[src/rtl/wm_phase_timer.sv]
// Phase timer for the washing-machine controller: times the detergent, wash and spin phases
// and watches fill/drain for overruns, producing the FSM's stop pulse and a sticky fault.
module wm_phase_timer #(
  parameter int PRESCALE    = 50_000_000,
  parameter int CNT_W       = 16,
  parameter int DET_TICKS   = 10,
  parameter int WASH_TICKS  = 600,
  parameter int SPIN_TICKS  = 300,
  parameter int FILL_TICKS  = 120,
  parameter int DRAIN_TICKS = 120
) (
  input  logic             clk,
  input  logic             rst,
  input  logic             start,
  input  logic             pause,
  input  logic [2:0]       phase_code,
  input  logic             fault_clr,
  output logic             stop,
  output logic             fault,
  output logic             busy,
  output logic [CNT_W-1:0] remaining
);

  localparam int PS_W = (PRESCALE > 1) ? $clog2(PRESCALE) : 1;
  localparam logic [PS_W-1:0] PS_LAST = PS_W'(PRESCALE - 1);

  localparam logic [2:0] CODE_FILL  = 3'b001;
  localparam logic [2:0] CODE_DET   = 3'b010;
  localparam logic [2:0] CODE_WASH  = 3'b011;
  localparam logic [2:0] CODE_DRAIN = 3'b100;
  localparam logic [2:0] CODE_SPIN  = 3'b101;

  typedef enum logic [1:0] {
    IDLE  = 2'd0,
    COUNT = 2'd1,
    DONE  = 2'd2
  } state_t;

  state_t          state;
  logic [PS_W-1:0] prescaler;
  logic [2:0]      phase_q;
  logic            phase_change;
  logic [CNT_W-1:0] load_d;

  function automatic logic [CNT_W-1:0] duration(input logic [2:0] code);
    logic [CNT_W-1:0] d;
    d = '0;
    case (code)
      CODE_FILL:  d = CNT_W'(FILL_TICKS);
      CODE_DET:   d = CNT_W'(DET_TICKS);
      CODE_WASH:  d = CNT_W'(WASH_TICKS);
      CODE_DRAIN: d = CNT_W'(DRAIN_TICKS);
      CODE_SPIN:  d = CNT_W'(SPIN_TICKS);
      default:    d = '0;
    endcase
    return d;
  endfunction

  function automatic logic is_pulse_phase(input logic [2:0] code);
    return (code == CODE_DET) || (code == CODE_WASH) || (code == CODE_SPIN);
  endfunction

  function automatic logic is_watchdog_phase(input logic [2:0] code);
    return (code == CODE_FILL) || (code == CODE_DRAIN);
  endfunction

  assign phase_change = (phase_code != phase_q);
  assign load_d       = duration(phase_code);

  // A phase change is checked before expiry so a new phase always reloads cleanly.
  always_ff @(posedge clk or posedge rst) begin
    if (rst) begin
      state     <= IDLE;
      stop      <= 1'b0;
      fault     <= 1'b0;
      busy      <= 1'b0;
      remaining <= '0;
      prescaler <= '0;
      phase_q   <= 3'b000;
    end else begin
      phase_q <= phase_code;
      stop    <= 1'b0;
      if (fault_clr) begin
        fault <= 1'b0;
      end

      if (!start) begin
        state     <= IDLE;
        busy      <= 1'b0;
        remaining <= '0;
        prescaler <= '0;
      end else if (phase_change || state == IDLE) begin
        prescaler <= '0;
        if (is_pulse_phase(phase_code) || is_watchdog_phase(phase_code)) begin
          if (load_d == '0) begin
            state     <= DONE;
            busy      <= 1'b0;
            remaining <= '0;
            if (is_pulse_phase(phase_code)) begin
              stop <= 1'b1;
            end
            if (is_watchdog_phase(phase_code)) begin
              fault <= 1'b1;
            end
          end else begin
            state     <= COUNT;
            busy      <= 1'b1;
            remaining <= load_d;
          end
        end else begin
          state     <= IDLE;
          busy      <= 1'b0;
          remaining <= '0;
        end
      end else if (state == COUNT && !pause) begin
        if (prescaler == PS_LAST) begin
          prescaler <= '0;
          // Last tick of the phase: fire stop or fault depending on phase kind.
          if (remaining <= CNT_W'(1)) begin
            state     <= DONE;
            busy      <= 1'b0;
            remaining <= '0;
            if (is_pulse_phase(phase_code)) begin
              stop <= 1'b1;
            end
            if (is_watchdog_phase(phase_code)) begin
              fault <= 1'b1;
            end
          end else begin
            remaining <= remaining - CNT_W'(1);
          end
        end else begin
          prescaler <= prescaler + PS_W'(1);
        end
      end
    end
  end

endmodule
[config.mk]
export PLATFORM = sky130hd
export DESIGN_NAME = wm_phase_timer
export DESIGN_NICKNAME = d
export VERILOG_FILES = /design/src/rtl/wm_phase_timer.sv
export SDC_FILE = /design/constraint.sdc
export NUM_CORES = 1
export LEC_CHECK = 0
export BUFFER_PORTS_ARGS = -buffer_cell sky130_fd_sc_hd__buf_2
export CAP_MARGIN = 20
export CORE_MARGIN = 10
export CORE_UTILIZATION = 40
export DETAILED_ROUTE_END_ITERATION = 16
export PLACE_DENSITY = 0.56
export SYNTH_ARGS = -nofsm -noshare
export SYNTH_HDL_FRONTEND = slang
export SYNTH_SLANG_ARGS = --single-unit
export TNS_END_PERCENT = 30
[constraint.sdc]
create_clock -name clk -period 2.42 [get_ports clk]
set_clock_uncertainty 0.1 [all_clocks]
set_input_delay 0.484 -clock clk [delete_from_list [all_inputs] [get_ports clk]]
set_output_delay 0.484 -clock clk [all_outputs]
set_load 0.005 [all_outputs]
### After elaboration in Yosys (flattened, before gate mapping)

Index checks and enable logic that the tools add are counted.
W data, S select, Z words.

| storage, ports and cells | value |
|---|---|
| bits in registers | 50 |
| input bits | 8 |
| output and inout bits | 19 |
| logic and storage cells | 76 |

| cells by class | value |
|---|---|
| add/sub/neg operators | 2 |
| magnitude comparators | 1 |
| equal/unequal tests | 11 |
| muxes and demuxes | 43 |
| reduce and logical (&&, ||, !) cells | 12 |

Operators by type and width:

| cell | count |
|---|---|
| $mux W16 | 7 |
| $mux W26 | 4 |
| $pmux W10 S4 | 1 |
| $add A26 B1 Y26 const B | 1 |
| $eq A26 B26 Y1 const B | 1 |
| $mux W1 | 24 |
| $le A16 B1 Y1 const B | 1 |
| $logic_not A16 Y1 | 1 |
| $sub A16 B1 Y16 const B | 1 |
| $mux W2 | 7 |
| $ne A3 B1 Y1 const B | 3 |
| $eq A3 B2 Y1 const B | 2 |
| $eq A3 B3 Y1 const B | 2 |
| $logic_or A1 B1 Y1 | 5 |
| $eq A3 B1 Y1 const B | 1 |
| $ne A3 B3 Y1 | 1 |
| $reduce_and A3 Y1 | 1 |
| $eq A2 B1 Y1 const B | 1 |
| $logic_not A2 Y1 | 1 |
| $reduce_and A2 Y1 | 1 |
| $reduce_or A2 Y1 | 1 |
| $logic_and A1 B1 Y1 | 1 |
| $logic_not A1 Y1 | 1 |

### Longest topological paths before layout

| depth | value |
|---|---|
| depth after elaboration | 9 |
| gate-level depth with buffers | 9 |

### Worst setup path before layout

OpenSTA, ideal clock, no wires.

| timing path | value |
|---|---|
| path kind | input to register |
| from | in phase_code[2] |
| to | reg prescaler[25] |
| library setup time | 0.082 ns |
| data arrival time | 2.035 ns |
| data required time | 2.238 ns |
| setup slack | 0.203 ns |
| stages on the path | 7 |
| cells stage by stage | buf_2 xnor2_1 o2111a_1 nand2_1 or3_1 o21ba_2 a31oi_1 |

| between the ends | value |
|---|---|
| word-level cells in the longest chain between the ends | 4 |
| elaborated cells between the ends (all ways) | 5 |
| those cells by class | 2 x eq/ne; 2 x mux; 1 x reduce/logical |

RTL lines:

| item | RTL line | RTL |
|---|---|---|
| start: declaration | 16 | `input logic [2:0] phase_code,` |
| $ne A3 B3 Y1 (*) | 67 | `assign phase_change = (phase_code != phase_q);` |
| $logic_or A1 B1 Y1 (*) | 92 | `end else if (phase_change \|\| state == IDLE) begin` |
| $mux W26 | 92 |  |
| $mux W26 | 87 | `if (!start) begin` |
| end signal: assignment | 133 | `prescaler <= prescaler + PS_W'(1);` |
| end: declaration | 40 | `logic [PS_W-1:0] prescaler;` |

Mark *: on every way between the ends. The rest lies on a longest branch, timed or not.
A chain may end at the register's enable or synchronous reset.

### Worst setup path in the final report

| timing path | value |
|---|---|
| from | reg prescaler[0] |
| to | reg remaining[14] |

| between the ends | value |
|---|---|
| word-level cells in the longest chain between the ends | 3 |

RTL lines:

| item | RTL line | RTL |
|---|---|---|
| $eq A26 B26 Y1 | 116 | `if (prescaler == PS_LAST) begin` |
| $ne A3 B1 Y1 (no line) | -- |  |
| $reduce_and A2 Y1 (no line) | -- |  |
| end signal: assignment | 108 | `remaining <= load_d;` |
| end signal: assignment | 130 | `remaining <= remaining - CNT_W'(1);` |
| end: declaration | 21 | `output logic [CNT_W-1:0] remaining` |

No other way between the ends.

==> impl_metrics.py <==
metrics = {
    "routing": {
        "drt-initial-drc-count": 153,
        "viasPerCell": 5.49,
        "drc": 0,
        "ant_nets": 0,
        "wl_met2_um": 2950,
        "first_pass_iters": 4,
        "wl_met3_um": 281,
        "top_layer": "met4",
        "wl_met1_um": 3000,
        "vias": 2224,
        "wl_um": 6330,
        "routedWlPerCell_um": 15.6,
    },
    "grt": {
        "grt_overflow": 0,
        "grt_pass1_vias": 2246,
        "grt_pass1_wl_um": 11000,
        "grt_max_degree": 50,
        "grt_usage_pct": 12.9,
        "antenna_found_initial": 0,
    },
    "timing": {
        "fin_crit_sh_pct": 93.5,
        "hold_violations": 0,
        "rsz0062_at_grt": "no",
        "finalSetupViolations": 0,
        "slew_violations": 0,
        "worstMarginPinSlew_ns": 0.635,
        "period_needed_ns": 2.26,
        "maxClockFrequency_mhz": 442,
        "maxSlewHeadroom_pct": 57.6,
        "tns_ns": 0,
    },
    "die": {
        "ios": 27,
        "rows": 29,
        "die_area_um2": 10500,
        "die_h_um": 102,
        "die_w_um": 102,
        "initial_core_util_pct": 41.9,
        "core_um2": 6490,
    },
    "clocking": {
        "htree_levels": 2,
        "tritoncts": "done",
        "cts_buffer_depth": 2,
        "insertion_delay_ns": 0.30,
        "clkSinkCount": 49,
        "clk_pin_slew_ns": 0.09,
        "cts_made_buffers": 5,
        "root_buffer": "clkbuf_8",
        "ctsHoldBuffers": 0,
    },
    "power": {
        "p_int_mw": 1.14,
        "switching_share_pct": 25.7,
        "clkPwrFrac_pct": 32.0,
        "switchingPower_mw": 0.395,
        "power_density_nw_per_um2": 495,
        "p_seq_share_pct": 54.9,
        "ir_drop_mv": 0.240,
        "pwr-share-comb_pct": 13.1,
        "leakagePower_nw": 1.36,
    },
    "final_layout": {
        "antenna_cells": 0,
        "seq_area_um2": 1230,
        "drive_above_1_share_pct": 19.5,
        "fill_cells": 617,
        "fin_util_pct": 47.9,
        "fin_nets": 339,
        "synthToLayoutAreaGrowth_pct": 14.3,
        "multiInputGateArea_um2": 1390,
    },
    "synthesis": {
        "synthArstFlopShare_pct": 100,
        "syn_area_um2": 2720,
        "synth.top_cell.area_share_pct": 45.1,
        "syn_avg_cell_area_um2": 9.32,
        "yosys.area.top_type": "dfrtp_1",
        "synth_edf_count": 0,
        "syn_nets": 303,
        "yosys-top-cells-area": "dfrtp_1 (45%), xor2_1 (6.8%), nor2_1 (5.5%)",
        "synthTopCellsByCount": "dfrtp_1 (49), nor2_1 (40), xor2_1 (21), nand2_1 (20), nand3_1 (18)",
        "ys_types": 45,
        "synth_flop_cell": "dfrtp_1",
        "ys_seq_elements": 49,
        "synth.most_common_cell": "dfrtp_1",
        "synth_seq_area_share_pct": 45.1,
        "yosys_warnings": 0,
        "synthCells": 292,
    },
    "run": {
        "maxCapViolCount": 0,
    },
    "setup_path": {
        "cp.arrival_ns": 2.34,
        "cp_max_fo": 5,
        "cp.required_ns": 2.50,
        "crit_path_start_kind": "flip-flop",
        "end_kind": "flip-flop",
        "worstSetupPathType": "flip-flop to flip-flop",
    },
    "place": {
        "numPortBuffers": 26,
        "dp_hpwl_um": 4500,
        "place.gp.congestion": 0.896,
    },
    "min_path": {
        "worstHoldPathType": "primary input to async pin",
    },
    "outcome": {
        "status": "finished, final reports clean",
    },
}
[routing by layer]
metal	up-vias	global-route usage (%)
li1	1108	-
met1	1059	16.8
met2	48	20.8
met3	9	2.97
met4	0	4.34
met5	-	0
[through the flow]
stage	cells	hold slack, ns	power (mW)	instance area, um^2	worst slack (ns)
2_1_floorplan	292	0.329	0.989	2720	0.203
3_3_place_gp	397	0.362	1.06	3000	0.0744
3_5_place_dp	397	0.364	1.06	3000	0.0150
4_1_cts	404	0.263	1.56	3090	0.0200
5_1_grt	405	0.279	1.61	3110	0.0109
6_report	405	0.229	1.54	3110	0.157
[cells in the final DEF, fill, tap and decap left out, drive strengths merged, types with 6 or more instances in the layout]
master,netlist,routed
a21oi,6,6
xor2,21,21
clkbuf,4,7
dfrtp,49,49
inv,13,13
nand3,19,19
buf,9,42
xnor2,11,11
o21ai,16,16
and3,6,6
nor4,7,7
nor3,9,9
nand2,21,21
nand4,10,10
nor2,40,40
[cells by family (layout without fill, tap and decap cells)]
kind of cell,after synthesis,in the layout,share of synthesized area [%]
xor+xnor,32,32,10.3
simple gates,136,136,27.5
compound gates,45,45,11.4
flops,49,49,45.1
fa+ha+maj,3,3,1.38
mux,1,1,0.368
buf+inv,26,62,4.00
[final cells by class]
class	count	area share [%]
inverters	13	1.57
well taps	77	3.10
flip-flops and latches	49	39.5
clock buffers	7	2.78
repair buffers	42	8.29
multi-input cells	217	44.8
[worst paths after layout]
path	end	cells past startpoint	from	slack (ns)
max in group asynchronous	remaining[14]$_DFFE_PP0P_	3	rst	1.55
min reg2reg	prescaler[25]$_DFFE_PP0P_	1	prescaler[25]$_DFFE_PP0P_	0.38
min	fault$_DFF_PP0_	3	rst	0.23
max reg2reg	remaining[14]$_DFFE_PP0P_	8	prescaler[0]$_DFFE_PP0P_	0.16
max	remaining[14]$_DFFE_PP0P_	8	prescaler[0]$_DFFE_PP0P_	0.16
min in group clk	phase_q[1]$_DFF_PP0_	1	phase_code[1]	0.27
[flip-flops by register name, summed over array words and instances, names as in the netlist]
name,count
fault,1
phase_q,3
stop,1
prescaler,26
remaining,16
state,2
[power groups by stage]
stage	Clock (mW)	Combinational (mW)	Sequential, mW
floorplan	0	0.128	0.861
global placement	0	0.202	0.861
detailed placement	0	0.202	0.861
CTS	0.515	0.202	0.845
global route	0.537	0.227	0.847
finish	0.492	0.201	0.844
[critical path, stage by stage (launching register included)]
cell and delay (ns):
dfrtp_1 0.41, ha_2 0.22, and4bb_2 0.28, nand4_1 0.12, o211ai_1 0.20, buf_4 0.17
or4b_1 0.45, xor2_1 0.14, nor2_1 0.05
[what timing repair did]
item                       CTS  global route
resized for setup            0             4
setup buffers                0             1
setup endpoints to repair    0             6
Note: power is estimated with default switching activity, not from simulation.
